$ cat src/rtl/viterbi_frame_ctrl_if.sv
// Host-side byte handshake and status bundle for viterbi_frame_ctrl.
// master = host/pin side, slave = frame controller.
interface viterbi_frame_ctrl_if #(
  parameter int AW = 6
) ();
  logic          byte_in_stb;
  logic [7:0]    byte_in;
  logic          start_stb;
  logic          out_ack;
  logic [AW:0]   frame_bits;
  logic          byte_in_ready;
  logic          byte_out_valid;
  logic [7:0]    byte_out;
  logic          busy;
  logic          frame_done;
  logic          overflow;

  modport master (
    output byte_in_stb, byte_in, start_stb, out_ack, frame_bits,
    input  byte_in_ready, byte_out_valid, byte_out, busy, frame_done, overflow
  );

  modport slave (
    input  byte_in_stb, byte_in, start_stb, out_ack, frame_bits,
    output byte_in_ready, byte_out_valid, byte_out, busy, frame_done, overflow
  );
endinterface

$ cat src/rtl/viterbi_frame_ctrl.sv
// Viterbi frame sequencer: symbol unpack, ACS stepping, traceback launch, output bit packing.
// Optional macro VIT_CYCLE_COUNT_EN adds a saturating busy-cycle counter output.
module viterbi_frame_ctrl #(
  parameter int MAX_SYMS = 64,
  parameter int AW       = 6,
  parameter int M        = 4
) (
  input  logic                 clk,
  input  logic                 rst_n,
  viterbi_frame_ctrl_if.slave  host,
  output logic                 sym_we,
  output logic [AW-1:0]        sym_waddr,
  output logic [1:0]           sym_wdata,
  output logic                 step_go,
  output logic [AW-1:0]        step_idx,
  input  logic                 step_done,
  output logic                 tb_go,
  output logic [AW:0]          tb_len,
  input  logic                 tb_done,
`ifdef VIT_CYCLE_COUNT_EN
  output logic [15:0]          cycle_count,
`endif
  output logic [AW-1:0]        bit_raddr,
  input  logic                 bit_rdata
);

  typedef enum logic [3:0] {
    S_IDLE, S_UNPACK, S_STEP_ISSUE, S_STEP_WAIT, S_TB_ISSUE,
    S_TB_WAIT, S_PACK, S_OUT, S_DONE
  } state_t;

  localparam logic [AW+1:0] MAX_W   = (AW+2)'(MAX_SYMS);
  localparam logic [AW+1:0] FOUR_W  = (AW+2)'(4);
  localparam logic [AW:0]   M_W     = (AW+1)'(M);
  localparam logic [AW:0]   ONE_W   = (AW+1)'(1);
  localparam logic [AW:0]   EIGHT_W = (AW+1)'(8);

  state_t      state_q, state_d;
  logic [AW:0] sym_count_q, sym_count_d;
  logic [7:0]  shreg_q, shreg_d;
  logic [1:0]  unpack_cnt_q, unpack_cnt_d;
  logic [AW:0] nbits_q, nbits_d;
  logic [AW:0] step_idx_q, step_idx_d;
  logic [AW:0] byte_base_q, byte_base_d;
  logic [3:0]  pack_cnt_q, pack_cnt_d;
  logic [7:0]  byte_out_q, byte_out_d;
  logic        busy_q, busy_d;
  logic        frame_done_q, frame_done_d;
  logic        overflow_q, overflow_d;

  logic [AW:0] eff_count;
  logic [AW:0] start_nbits;
  logic [AW:0] cap_idx;

  // After a finished frame the next byte starts a fresh buffer, so its room check sees zero.
  assign eff_count   = frame_done_q ? '0 : sym_count_q;
  assign start_nbits = (host.frame_bits != '0) ? host.frame_bits : (sym_count_q - M_W);
  // Bit arriving now was addressed one cycle earlier (1-cycle RAM latency).
  assign cap_idx     = byte_base_q + (AW+1)'(pack_cnt_q) - ONE_W;

  // NOTE: every _d gets its hold value first so no path through the case can infer a latch.
  always_comb begin
    state_d      = state_q;
    sym_count_d  = sym_count_q;
    shreg_d      = shreg_q;
    unpack_cnt_d = unpack_cnt_q;
    nbits_d      = nbits_q;
    step_idx_d   = step_idx_q;
    byte_base_d  = byte_base_q;
    pack_cnt_d   = pack_cnt_q;
    byte_out_d   = byte_out_q;
    busy_d       = busy_q;
    frame_done_d = frame_done_q;
    overflow_d   = overflow_q;

    case (state_q)
      S_IDLE, S_DONE: begin
        state_d = S_IDLE;
        if (host.byte_in_stb) begin
          if (frame_done_q) begin
            frame_done_d = 1'b0;
            overflow_d   = 1'b0;
            sym_count_d  = '0;
          end
          if (({1'b0, eff_count} + FOUR_W) <= MAX_W) begin
            shreg_d      = host.byte_in;
            unpack_cnt_d = 2'd0;
            state_d      = S_UNPACK;
          end else begin
            overflow_d = 1'b1;
          end
        end else if (host.start_stb) begin
          if ((sym_count_q <= M_W) || (start_nbits == '0) || (start_nbits > sym_count_q)) begin
            frame_done_d = 1'b1;
            state_d      = S_DONE;
          end else begin
            nbits_d      = start_nbits;
            step_idx_d   = '0;
            busy_d       = 1'b1;
            frame_done_d = 1'b0;
            state_d      = S_STEP_ISSUE;
          end
        end
      end

      S_UNPACK: begin
        sym_count_d  = sym_count_q + ONE_W;
        shreg_d      = {2'b00, shreg_q[7:2]};
        unpack_cnt_d = unpack_cnt_q + 2'd1;
        if (unpack_cnt_q == 2'd3) state_d = S_IDLE;
      end

      S_STEP_ISSUE: state_d = S_STEP_WAIT;

      S_STEP_WAIT: begin
        if (step_done) begin
          step_idx_d = step_idx_q + ONE_W;
          state_d    = ((step_idx_q + ONE_W) == sym_count_q) ? S_TB_ISSUE : S_STEP_ISSUE;
        end
      end

      S_TB_ISSUE: state_d = S_TB_WAIT;

      S_TB_WAIT: begin
        if (tb_done) begin
          byte_base_d = '0;
          pack_cnt_d  = 4'd0;
          state_d     = S_PACK;
        end
      end

      S_PACK: begin
        pack_cnt_d = pack_cnt_q + 4'd1;
        if (pack_cnt_q != 4'd0)
          byte_out_d = {bit_rdata & (cap_idx < nbits_q), byte_out_q[7:1]};
        if (pack_cnt_q == 4'd8) begin
          pack_cnt_d = 4'd0;
          busy_d     = 1'b0;
          state_d    = S_OUT;
        end
      end

      S_OUT: begin
        if (host.out_ack) begin
          byte_base_d = byte_base_q + EIGHT_W;
          if ((byte_base_q + EIGHT_W) >= nbits_q) begin
            frame_done_d = 1'b1;
            state_d      = S_DONE;
          end else begin
            pack_cnt_d = 4'd0;
            state_d    = S_PACK;
          end
        end
      end

      default: state_d = S_IDLE;
    endcase
  end

  // NOTE: sequential state uses non-blocking assignments so all registers update from pre-edge values.
  always_ff @(posedge clk or negedge rst_n) begin
    if (!rst_n) begin
      state_q      <= S_IDLE;
      sym_count_q  <= '0;
      shreg_q      <= '0;
      unpack_cnt_q <= '0;
      nbits_q      <= '0;
      step_idx_q   <= '0;
      byte_base_q  <= '0;
      pack_cnt_q   <= '0;
      byte_out_q   <= '0;
      busy_q       <= 1'b0;
      frame_done_q <= 1'b0;
      overflow_q   <= 1'b0;
    end else begin
      state_q      <= state_d;
      sym_count_q  <= sym_count_d;
      shreg_q      <= shreg_d;
      unpack_cnt_q <= unpack_cnt_d;
      nbits_q      <= nbits_d;
      step_idx_q   <= step_idx_d;
      byte_base_q  <= byte_base_d;
      pack_cnt_q   <= pack_cnt_d;
      byte_out_q   <= byte_out_d;
      busy_q       <= busy_d;
      frame_done_q <= frame_done_d;
      overflow_q   <= overflow_d;
    end
  end

`ifdef VIT_CYCLE_COUNT_EN
  logic start_accept;
  assign start_accept = ((state_q == S_IDLE) || (state_q == S_DONE)) &&
                        !host.byte_in_stb && host.start_stb;

  always_ff @(posedge clk or negedge rst_n) begin
    if (!rst_n)                                  cycle_count <= '0;
    else if (start_accept)                       cycle_count <= '0;
    else if (busy_q && (cycle_count != 16'hFFFF)) cycle_count <= cycle_count + 16'd1;
  end
`endif

  assign host.byte_in_ready  = (state_q == S_IDLE) || (state_q == S_DONE);
  assign host.byte_out_valid = (state_q == S_OUT);
  assign host.byte_out       = byte_out_q;
  assign host.busy           = busy_q;
  assign host.frame_done     = frame_done_q;
  assign host.overflow       = overflow_q;

  assign sym_we    = (state_q == S_UNPACK);
  assign sym_waddr = sym_count_q[AW-1:0];
  assign sym_wdata = shreg_q[1:0];
  assign step_go   = (state_q == S_STEP_ISSUE);
  assign step_idx  = step_idx_q[AW-1:0];
  assign tb_go     = (state_q == S_TB_ISSUE);
  assign tb_len    = sym_count_q;
  assign bit_raddr = byte_base_q[AW-1:0] + AW'(pack_cnt_q);

endmodule
$ cat src/flat_wrapper.sv
// flat-port wrapper written by rule: the top's interface ports become plain ports
module viterbi_frame_ctrl_flat 
#(
  parameter int MAX_SYMS = 64,
  parameter int AW       = 6,
  parameter int M        = 4
)
  (clk, rst_n, sym_we, sym_waddr, sym_wdata, step_go, step_idx, step_done, tb_go, tb_len, tb_done, bit_raddr, bit_rdata, host_byte_in_stb, host_byte_in, host_start_stb, host_out_ack, host_frame_bits, host_byte_in_ready, host_byte_out_valid, host_byte_out, host_busy, host_frame_done, host_overflow);
  viterbi_frame_ctrl_if #(.AW(AW)) host_i ();
  input  logic clk;
  input  logic rst_n;
  output logic sym_we;
  output logic [AW-1:0] sym_waddr;
  output logic [1:0] sym_wdata;
  output logic step_go;
  output logic [AW-1:0] step_idx;
  input  logic step_done;
  output logic tb_go;
  output logic [AW:0] tb_len;
  input  logic tb_done;
  output logic [AW-1:0] bit_raddr;
  input  logic bit_rdata;
  input wire logic [$bits(host_i.byte_in_stb)-1:0] host_byte_in_stb;
  input wire logic [$bits(host_i.byte_in)-1:0] host_byte_in;
  input wire logic [$bits(host_i.start_stb)-1:0] host_start_stb;
  input wire logic [$bits(host_i.out_ack)-1:0] host_out_ack;
  input wire logic [$bits(host_i.frame_bits)-1:0] host_frame_bits;
  output wire logic [$bits(host_i.byte_in_ready)-1:0] host_byte_in_ready;
  output wire logic [$bits(host_i.byte_out_valid)-1:0] host_byte_out_valid;
  output wire logic [$bits(host_i.byte_out)-1:0] host_byte_out;
  output wire logic [$bits(host_i.busy)-1:0] host_busy;
  output wire logic [$bits(host_i.frame_done)-1:0] host_frame_done;
  output wire logic [$bits(host_i.overflow)-1:0] host_overflow;
  assign host_i.byte_in_stb = host_byte_in_stb;
  assign host_i.byte_in = host_byte_in;
  assign host_i.start_stb = host_start_stb;
  assign host_i.out_ack = host_out_ack;
  assign host_i.frame_bits = host_frame_bits;
  assign host_byte_in_ready = host_i.byte_in_ready;
  assign host_byte_out_valid = host_i.byte_out_valid;
  assign host_byte_out = host_i.byte_out;
  assign host_busy = host_i.busy;
  assign host_frame_done = host_i.frame_done;
  assign host_overflow = host_i.overflow;
  viterbi_frame_ctrl #(.MAX_SYMS(MAX_SYMS), .AW(AW), .M(M)) u_core (.clk(clk), .rst_n(rst_n), .host(host_i), .sym_we(sym_we), .sym_waddr(sym_waddr), .sym_wdata(sym_wdata), .step_go(step_go), .step_idx(step_idx), .step_done(step_done), .tb_go(tb_go), .tb_len(tb_len), .tb_done(tb_done), .bit_raddr(bit_raddr), .bit_rdata(bit_rdata));
endmodule
$ cat config.mk
export PLATFORM = sky130hd
export DESIGN_NAME = viterbi_frame_ctrl_flat
export DESIGN_NICKNAME = d
export VERILOG_FILES = /design/src/rtl/viterbi_frame_ctrl_if.sv /design/src/rtl/viterbi_frame_ctrl.sv /design/src/flat_wrapper.sv
export SDC_FILE = /design/constraint.sdc
export NUM_CORES = 1
export LEC_CHECK = 0
export ABC_AREA = 1
export BUFFER_PORTS_ARGS = -buffer_cell sky130_fd_sc_hd__buf_2
export CAP_MARGIN = 0
export CORE_MARGIN = 5
export CORE_UTILIZATION = 50
export CTS_CLUSTER_DIAMETER = 80
export DETAILED_ROUTE_END_ITERATION = 8
export PLACE_DENSITY = 0.75
export SLEW_MARGIN = 20
export SYNTH_ARGS = -nofsm -noshare
export SYNTH_HDL_FRONTEND = slang
export SYNTH_SLANG_ARGS = --single-unit
$ cat constraint.sdc
create_clock -name clk -period 2.7 [get_ports clk]
set_clock_uncertainty 0.05 [all_clocks]
set_input_delay 0.135 -clock clk [delete_from_list [all_inputs] [get_ports clk]]
set_output_delay 0.135 -clock clk [all_outputs]
set_load 0.02 [all_outputs]
==> flow_metrics.env, run 1 <==
export IMPL_synth_top_area_cell="dfrtp_1"
export IMPL_grt_residual_overflow=0
export IMPL_start_kind="register"
export IMPL_drt_iter0_markers=147
export IMPL_synth_cells=485
export IMPL_insertion_delay_ns=0.31
export IMPL_max_freq_ghz=0.395
export IMPL_clock_sink_count=54
export IMPL_end_kind="register"
export IMPL_synth_fp_nets=545
export IMPL_outcome="finished, final reports clean"
export IMPL_via_count_of_the_routed_design=3406
export IMPL_grt_antenna_before_repair=0
export IMPL_met2_usage_pct=33.2
export IMPL_worst_setup_path_type="reg -> reg"
export IMPL_grt_start_max_net_pins=35
export IMPL_number_of_global_route_vias_before_repair=3383
export IMPL_setup_viol_count_final=0
export IMPL_drt_pass1_iter_count=4
export IMPL_whs_path_depth=3
export IMPL_die_w_um=97.5
export IMPL_regToRegSetupSlack_ns=0.17
export IMPL_grtUsageMet1_pct=25.0
export IMPL_fp_row_count=32
export IMPL_worst_slew_pin_tran_ns=0.795
export IMPL_drt_wl_total_mm=8.85
export IMPL_crit_reg2reg_launch="u_core.tb_len[3]"
export IMPL_hold_path_startpoint="host_byte_in[1]"
export IMPL_ys_warnings_count=0
export IMPL_drv_cap=0
export IMPL_chipHeight_um=97.5
export IMPL_finalHoldViolCount=0
export IMPL_final_design_area_no_fill_um2=4460
export IMPL_post_synth_top_count_cell="nand2_1"
export IMPL_yosys_top_cells_area="dfrtp_1 (35%), ha_1 (12%), nand2_1 (9.8%)"
export IMPL_synthesis_area_um2=3830
export IMPL_worstSetupStartpoint="u_core.tb_len[3]"
export IMPL_nets_final=621
export IMPL_worst_setup_hold_path_clk_slew_ns=0.10
export IMPL_final_layout_size_suffix_gt1_share_pct=26.2
export IMPL_fin_crit_sh_pct=93.7
export IMPL_worst_r2r_path_depth=17
export IMPL_numCtsBuffers=5
export IMPL_synth_top_area_share_pct=35.3
export IMPL_htree_levels=2
export IMPL_cts_tree="yes"
export IMPL_floorplan_io_pins=66
export IMPL_global_route_layer_with_the_greatest_usage="met2"
export IMPL_synth_sequential_area_ratio_pct=35.3
export IMPL_nFillCells=708
export IMPL_worst_slew_margin_rel_pct=47.0
export IMPL_asyncSetResetFlopFracSynth_pct=100
export IMPL_cp_data_required_time_ns=2.84
export IMPL_antenna_cells=0
export IMPL_core_area_um2=7610
export IMPL_clock_root_buffer="clkbuf_8"
export IMPL_clock_tree_buffer_depth=2
export IMPL_vdd_ir_drop_worst_v=0.000609
export IMPL_wl_per_cell_um=13.3
export IMPL_min_path_type="in -> reg"
export IMPL_initial_utilization_pct=50.3
export IMPL_gr_usage_all_layers_pct=19.4
export IMPL_dieArea_um2=9510
export IMPL_power_per_cell_area_nw_per_um2=1190
export IMPL_yosysUniqueCellTypes=46
export IMPL_final_count_of_pins_violating_max_slew=0
export IMPL_drt_drc_violations_left=0
export IMPL_flow_area_growth_from_synthesis_pct=16.5
export IMPL_post_synth_edffs=0
export IMPL_buffer_ports_inserted=65
export IMPL_total_power_mw=5.33
export IMPL_global_route_usage_met3_pct=3.66
export IMPL_synth_flop_cell="dfrtp_1"
export IMPL_min_period_ns=2.53
export IMPL_viasPerCell=5.14
export IMPL_postSynthAreaPerCell_um2=7.90
export IMPL_ys_seq_elements=54
export IMPL_drtAntennaViolNets=0
export IMPL_hpwlAfterDp_mm=7.03
export IMPL_power_leakage_nw=2.32
export IMPL_gp_congestion=0.896
export IMPL_place_area_um2=4250
export IMPL_ys_top_cells_by_count="nand2_1 (100), inv_1 (63), dfrtp_1 (54)"
export IMPL_grt_setup_unrepaired="no"
export IMPL_crit_fanout=7
export IMPL_grt_first_pass_wirelength_mm=15.5
export IMPL_critPathArrivalTime_ns=2.67
repair_timing:
item                                   CTS  global route
pin swaps                                1             5
buffers inserted                         3             2
setup endpoints to repair                7            19
hold buffers                             4             0
resized for setup                        1            15
endpoints found under the hold margin   36             0
registers in the layout, summed over array words and instances, names as in the netlist:
register / flops
u_core.pack_cnt_q: 4
u_core.nbits_q: 7
u_core.tb_len: 7
u_core.step_idx_q: 7
u_core.host.overflow: 1
u_core.shreg_q: 8
u_core.byte_base_q: 4
u_core.unpack_cnt_q: 2
u_core.host.frame_done: 1
u_core.host.byte_out: 8
u_core.state_q: 4
u_core.host.busy: 1
metrics by stage:
step | setup WS [ns] | util [%] | instances | TNS (ns) | hold WS (ns)
after global placement | 0.0261 | 55.9 | 647 | 0 | 0.196
after CTS | 0.0172 | 57.9 | 661 | 0 | 0.0179
after floorplan | 0.0131 | - | 485 | 0 | -0.211
after global routing | 0.000874 | 58.6 | 663 | 0 | 0.0253
after detailed placement | -0.0309 | 55.9 | 647 | -0.0612 | 0.212
final | 0.169 | 58.6 | 663 | 0 | 0.0247
final timing paths:
| path | endpoint |
|---|---|
| min reg2reg | u_core.nbits_q[3] |
| max reg2reg | u_core.step_idx_q[3] |
| max | u_core.step_idx_q[3] |
| min in group asynchronous | u_core.tb_len[6] |
| max in group asynchronous | u_core.nbits_q[1] |
| min | u_core.shreg_q[1] |
cells by family (layout without fill, tap and decap cells):
group / count (synthesis) / count (layout) / share of synthesized area [%]
DFF: 54 / 54 / 35.3
xor gates and xnor gates: 15 / 15 / 3.43
AOI/OAI and AO/OA: 86 / 86 / 13.9
adders and majority gates: 37 / 37 / 12.3
and+or+nand+nor: 197 / 197 / 23.5
buffers and inverters: 96 / 172 / 11.7
worst max-delay path, cell delays in order, from the launching register on:
cell	delay, ns
dfrtp_2	0.41
inv_1	0.08
ha_2	0.19
nand2_1	0.07
nor2_1	0.10
nor2_1	0.07
a21oi_2	0.15
inv_1	0.06
ha_1	0.28
nand2_1	0.10
nor2_2	0.05
nand2_1	0.06
o211ai_1	0.10
a21oi_2	0.22
nand3_4	0.14
buf_4	0.17
nand3_1	0.05
o21ai_0	0.09
cell type report:
type | count | area, um2 | area share [%]
Clock buffer | 5 | 68.8 | 1.54
Clock inverter | 2 | 13.8 | 0.309
Multi-Input combinational cell | 335 | 2080 | 46.6
Timing Repair Buffer | 92 | 538 | 12.1
Sequential cell | 54 | 1360 | 30.4
Inverter | 73 | 277 | 6.20
Tap cell | 102 | 128 | 2.86
cell usage in the layout, fill, tap and decap left out, types with 6 or more instances in the layout:
cell / count
nor2_1: 36
nand3_1: 33
inv_2: 13
o21ai_2: 6
buf_4: 23
inv_1: 59
a21oi_2: 6
nand4_1: 6
nor2_4: 6
o21ai_1: 9
ha_1: 33
xor2_1: 10
a21oi_1: 19
dfrtp_1: 51
nand2_1: 100
buf_2: 65
o21ai_0: 23
layer usage:
| metal | routed length [um] | part of all wire [%] | vias to the layer above |
|---|---|---|---|
| li1 | - | - | 1720 |
| met1 | 4030 | 46 | 1580 |
| met2 | 4310 | 49 | 91 |
| met3 | 378 | 4.3 | 15 |
| met4 | 135 | 1.5 | 0 |
| met5 | 0 | 0 | - |
report_power, final:
group          switching [mW]  internal (mW)
combinational            2.12           1.32
sequential              0.281           1.15
clock                   0.269          0.180
total                    2.67           2.65
Power figures use the tool's default switching activity.
==> run 2, diff against run 1 <==
==> constraint.sdc (replaced) <==
create_clock -name clk -period 2.7 [get_ports clk]
set_clock_uncertainty 0.05 [all_clocks]
set_input_delay 0.135 -clock clk [delete_from_list [all_inputs] [get_ports clk]]
set_output_delay 0.135 -clock clk [all_outputs]
set_load 0.01 [all_outputs]
==> run 2 against run 1 <==
Effect of this change: clock power increased by 29%; non-clock buffer count fell by 2; setup slack got worse by 0.0049 ns; combinational power fell by 5%; critical path type unchanged; highest routed layer unchanged.
==> flow_metrics.env, run 2 (synthesis results as in run 1) <==
export IMPL_outcome="finished, final reports clean"
export IMPL_initial_utilization_pct=50.3
export IMPL_max_freq_ghz=0.394
export IMPL_end_kind="register"
export IMPL_core_area_um2=7610
export IMPL_gp_congestion=0.882
export IMPL_htree_levels=2
export IMPL_drt_drc_violations_left=0
export IMPL_start_kind="register"
export IMPL_clock_root_buffer="clkbuf_8"
export IMPL_cts_tree="yes"
export IMPL_number_of_global_route_vias_before_repair=3307
export IMPL_endpoint="u_core.host.byte_out[7]"
export IMPL_totalNegativeSetupSlack_ns=0
export IMPL_critPathArrivalTime_ns=2.74
export IMPL_final_core_util_pct=59.1
export IMPL_viasPerCell=5.20
export IMPL_grt_first_pass_wirelength_mm=15.0
export IMPL_hpwlAfterDp_mm=6.98
export IMPL_total_power_mw=5.29
export IMPL_instances_no_fill=662
export IMPL_chipHeight_um=97.5
export IMPL_worst_r2r_path_depth=16
export IMPL_min_path_type="in -> reg"
export IMPL_power_per_cell_area_nw_per_um2=1180
export IMPL_grt_residual_overflow=0
export IMPL_finalHoldViolCount=0
export IMPL_floorplan_io_pins=66
export IMPL_setup_viol_count_final=0
export IMPL_grt_start_max_net_pins=34
export IMPL_worst_setup_hold_path_clk_slew_ns=0.11
export IMPL_worst_slew_margin_rel_pct=54.4
export IMPL_power_leakage_nw=2.33
export IMPL_gr_usage_all_layers_pct=18.8
export IMPL_numCtsBuffers=5
export IMPL_hold_path_startpoint="host_byte_in[1]"
export IMPL_drv_cap=0
export IMPL_grt_antenna_before_repair=0
export IMPL_buffer_ports_inserted=65
export IMPL_wl_per_cell_um=13.5
export IMPL_crit_reg2reg_launch="u_core.byte_base_q[3]"
export IMPL_rr_endpoint="u_core.host.byte_out[7]"
export IMPL_nets_final=619
export IMPL_commonest_non_fill_non_tap_cell_in_the_layout="nand2_1"
export IMPL_die_w_um=97.5
export IMPL_regToRegSetupSlack_ns=0.16
export IMPL_worstSetupStartpoint="u_core.byte_base_q[3]"
export IMPL_drt_wl_total_mm=8.91
export IMPL_clock_tree_buffer_depth=2
export IMPL_drt_iter0_markers=231
export IMPL_worst_setup_path_type="reg -> reg"
export IMPL_crit_fanout=4
export IMPL_most_common_layout_cells="nand2_1 (99), buf_2 (65), inv_1 (59), dfrtp_1 (53), nor2_1 (36)"
export IMPL_clock_sink_count=54
export IMPL_antenna_cells=0
export IMPL_worst_slew_pin_tran_ns=0.681
export IMPL_final_design_area_no_fill_um2=4500
export IMPL_place_area_um2=4230
export IMPL_vdd_ir_drop_worst_v=0.000518
export IMPL_drtAntennaViolNets=0
export IMPL_flow_area_growth_from_synthesis_pct=17.4
export IMPL_drt_pass1_iter_count=4
export IMPL_place_inst=645
export IMPL_final_layout_size_suffix_gt1_share_pct=26.1
export IMPL_fp_row_count=32
export IMPL_final_count_of_pins_violating_max_slew=0
export IMPL_cp_data_required_time_ns=2.90
export IMPL_via_count_of_the_routed_design=3440
export IMPL_fin_crit_sh_pct=93.9
export IMPL_dieArea_um2=9510
export IMPL_min_period_ns=2.54
export IMPL_insertion_delay_ns=0.32
-- run 2: changes by cell type in the layout (fill, tap and decap cells not counted), sizes merged --
cell	before	now
buf	88	86
bufinv	0	1
clkbuf	5	6
clkinv	1	0
-- run 2: critical path: stages (launching register included) --
cell and delay, ns:
dfrtp_1 0.39, inv_2 0.07, ha_4 0.27, inv_2 0.04
ha_4 0.23, nand2_2 0.07, nand3_2 0.09, nand2_1 0.08
nand2_1 0.06, a21oi_2 0.15, xor2_1 0.18, ha_1 0.28
a21oi_2 0.12, o21ai_1 0.07, a21oi_1 0.16, nand3_1 0.08
o21ai_1 0.09
-- run 2: stage by stage --
step	hold WS, ns	worst slack, ns
after floorplan	-0.211	0.00789
after global placement	0.0894	0.0185
after detailed placement	0.0889	-0.0623
after CTS	0.0241	0.0135
after global routing	0.0201	-0.0308
final	0.0266	0.164
-- run 2: metal layers --
metal | vias up | GRT usage, % | part of all wire (%)
li1 | 1716 | - | -
met3 | 17 | 3.59 | 5.1
met5 | - | 0 | 0
met2 | 91 | 31.2 | 47
met1 | 1616 | 25.2 | 46
met4 | 0 | 5.11 | 2.2
-- run 2: how the worst min path moves through the flow --
| stage | endpoint | slack (ns) | depth (start not counted) |
|---|---|---|---|
| final | u_core.shreg_q[1] | 0.03 | 3 |
| after global routing | u_core.shreg_q[1] | 0.02 | 3 |
| after CTS | u_core.shreg_q[1] | 0.02 | 3 |
| after detailed placement | u_core.byte_base_q[3] | 0.09 | 1 |
| after global placement | u_core.byte_base_q[3] | 0.09 | 1 |
| after floorplan | u_core.byte_base_q[3] | -0.21 | 0 |
-- run 2: final cells by class --
class                      instances  area (um2)
clock buffer                       6        82.6
inverter                          73         277
clock inverter                     2        38.8
fill                             718        3110
timing repair buffer              90         527
sequential                        54        1350
tap                              102         128
multi-input combinational        335        2090
-- run 2: repair_timing --
action	in CTS	in global routing
endpoints found under the setup margin	7	18
endpoints found under the hold margin	24	0
pin swaps	1	6
hold buffers	4	0
setup buffers	2	3
gates resized for setup	3	17
-- run 2: power breakdown --
group          switching, mW  internal, mW  leakage (nW)
logic                   1.95          1.32          1.59
clock network          0.274         0.305        0.0618
registers              0.289          1.15         0.687
total                   2.51          2.78          2.33
==> run 3, diff against run 2 <==
--- a/config.mk
+++ b/config.mk
@@ -8,11 +8,12 @@
 export ABC_AREA = 1
 export BUFFER_PORTS_ARGS = -buffer_cell sky130_fd_sc_hd__buf_2
 export CAP_MARGIN = 0
+export CORE_ASPECT_RATIO = 1.5
 export CORE_MARGIN = 5
 export CORE_UTILIZATION = 50
-export CTS_CLUSTER_DIAMETER = 80
+export CTS_CLUSTER_DIAMETER = 40
 export DETAILED_ROUTE_END_ITERATION = 8
-export PLACE_DENSITY = 0.75
+export PLACE_DENSITY = 0.83
 export SLEW_MARGIN = 20
 export SYNTH_ARGS = -nofsm -noshare
 export SYNTH_HDL_FRONTEND = slang
==> run 3 against run 2 <==
Effect of this change: power is 3.0% higher; critical path depth stayed put; flip-flop and latch count stayed put; first-iteration DRC count is 12% lower; cell count is 0.30% lower; combinational power hardly changed; utilization is 0.84 points higher; clock power is 31% higher; setup slack worse by 0.059 ns; clock-buffer cell count is 1 lower; critical path type unchanged; hold slack worse by 0.019 ns.
==> flow_metrics.env, run 3 (synthesis results as in run 1) <==
export IMPL_min_path_type="in -> reg"
export IMPL_dieArea_um2=9550
export IMPL_cts_tree="yes"
export IMPL_die_w_um=81.5
export IMPL_clock_sink_count=54
export IMPL_grt_antenna_before_repair=0
export IMPL_worst_setup_hold_path_clk_slew_ns=0.07
export IMPL_multi_input_area_um2=2110
export IMPL_drt_iter0_markers=203
export IMPL_drtAntennaViolNets=0
export IMPL_fin_crit_sh_pct=96.1
export IMPL_clock_root_buffer="clkbuf_16"
export IMPL_initial_utilization_pct=50.6
export IMPL_worst_setup_path_type="reg -> reg"
export IMPL_area_sequential_um2=1350
export IMPL_end_kind="register"
export IMPL_min_period_ns=2.59
export IMPL_gp_congestion=0.943
export IMPL_core_area_um2=7560
export IMPL_floorplan_io_pins=66
export IMPL_antenna_cells=0
export IMPL_flow_area_growth_from_synthesis_pct=18.4
export IMPL_crit_path_top_delay_cell="dfrtp_1"
export IMPL_buffer_ports_inserted=65
export IMPL_numCtsBuffers=5
export IMPL_grt_first_pass_wirelength_mm=15.4
export IMPL_drt_pass1_iter_count=5
export IMPL_finalHoldViolCount=0
export IMPL_critical_path_top_cell_by_count="nand3_1"
export IMPL_preCtsSetupSlack_ns=0.0306
export IMPL_power_leakage_nw=2.34
export IMPL_cp_data_required_time_ns=2.86
export IMPL_crit_reg2reg_launch="u_core.pack_cnt_q[3]"
export IMPL_drv_cap=0
export IMPL_grt_start_max_net_pins=32
export IMPL_hold_path_startpoint="host_byte_in[7]"
export IMPL_nets_final=617
export IMPL_worst_slew_margin_rel_pct=55.1
export IMPL_most_common_layout_cells="nand2_1 (99), buf_2 (65), inv_1 (60), dfrtp_1 (54), nor2_1 (36)"
export IMPL_final_core_util_pct=60.0
export IMPL_viasPerCell=5.28
export IMPL_place_area_um2=4240
export IMPL_critPathArrivalTime_ns=2.76
export IMPL_power_per_cell_area_nw_per_um2=1200
export IMPL_grt_residual_overflow=0
export IMPL_start_kind="register"
export IMPL_final_layout_size_suffix_gt1_share_pct=25.6
export IMPL_setup_viol_count_final=0
export IMPL_drt_wl_total_mm=9.32
export IMPL_crit_fanout=4
export IMPL_final_count_of_pins_violating_max_slew=0
export IMPL_clock_tree_buffer_depth=2
export IMPL_worst_slew_pin_tran_ns=0.671
export IMPL_final_design_area_no_fill_um2=4540
export IMPL_outcome="finished, final reports clean"
export IMPL_number_of_global_route_vias_before_repair=3477
export IMPL_worstSetupStartpoint="u_core.pack_cnt_q[3]"
export IMPL_htree_levels=2
export IMPL_insertion_delay_ns=0.30
export IMPL_wl_per_cell_um=14.1
export IMPL_chipHeight_um=117
export IMPL_max_freq_ghz=0.385
export IMPL_fp_row_count=39
export IMPL_drt_drc_violations_left=0
export IMPL_hpwlAfterDp_mm=7.07
export IMPL_gr_usage_all_layers_pct=20.5
export IMPL_vdd_ir_drop_worst_v=0.000630
export IMPL_postLayoutSetupSlackWorst_ns=0.105
export IMPL_nFillCells=640
export IMPL_via_count_of_the_routed_design=3486
export IMPL_commonest_non_fill_non_tap_cell_in_the_layout="nand2_1"
export IMPL_regToRegSetupSlack_ns=0.11
export IMPL_critical_path_cell_chain="inv_2 > ha_1 > inv_2 > ha_4 > nand3_1 > nand3_1 > nand2_1 > nand2_1 > a21oi_2 > xor2_1 > ha_1 > a21oi_2 > o21ai_1 > a21oi_1 > nand3_1 > o21ai_0"
export IMPL_timing_critical_path_slowest_cell_delay_ns=0.37
==> run 3: changes by cell type in the layout (fill, tap and decap cells not counted), moves of 2 or more <==
| cell | change |
|---|---|
| clkbuf_8 | -6 |
| clkbuf_16 | +5 |
| dlygate4sd3_1 | -3 |
| buf_4 | -2 |
| buf_6 | +2 |
| clkinvlp_4 | +2 |
| nand3_1 | +2 |
==> run 3: per-stage QoR <==
stage / setup TNS (ns) / total power, mW / hold WS [ns] / cells
2_1_floorplan: 0 / 3.72 / -0.211 / 485
4_1_cts: 0 / 5.28 / 0.00726 / 655
3_3_place_gp: 0 / 4.36 / 0.0987 / 646
3_5_place_dp: 0 / 4.49 / 0.105 / 646
6_report: 0 / 5.45 / 0.00783 / 660
5_1_grt: -0.0609 / 5.95 / 0.0228 / 660
==> run 3: worst paths after layout <==
kind | end | cells after the start
min in group asynchronous | u_core.tb_len[5] | 2
worst max register to register | u_core.host.byte_out[7] | 16
worst min register to register | u_core.shreg_q[2] | 2
max in group asynchronous | u_core.host.byte_out[6] | 3
worst min-delay path | u_core.shreg_q[7] | 3
worst max-delay path | u_core.host.byte_out[7] | 16
==> run 3: where the power goes <==
group	switching [mW]	total [mW]	leakage, nW	internal (mW)
registers	0.266	1.41	0.688	1.15
clock network	0.320	0.758	0.0760	0.438
logic	1.98	3.28	1.57	1.30
==> run 3: layout make-up <==
cell class              count  share of cell area [%]
well taps                 102                    2.81
clock inverters             3                   0.993
multi-input cells         336                    46.4
repair buffers             87                    11.1
inverters                  73                    6.10
flip-flops and latches     54                    29.8
clock buffers               5                    2.76
==> run 3: critical path: cells and delay by family, from the launching register on <==
family          cells  cell delay [ns]
flops               1             0.37
fa+ha+maj           3             0.80
xor+xnor            1             0.16
buf+inv             2             0.14
simple gates        5             0.41
compound gates      5             0.58
==> run 3: per-layer routing <==
| layer | track usage (%) | up-vias | share of wire [%] |
|---|---|---|---|
| li1 | - | 1717 | - |
| met1 | 23.4 | 1625 | 39 |
| met2 | 36.8 | 114 | 52 |
| met3 | 2.91 | 30 | 5.0 |
| met4 | 10.3 | 0 | 3.9 |
| met5 | 0 | - | 0 |
==> run 3: repair_timing <==
action                     in CTS  in global routing
buffers inserted                0                  4
setup endpoints to repair       0                 19
hold buffers                    1                  0
hold endpoints to repair       23                  0
resized for setup               0                 19
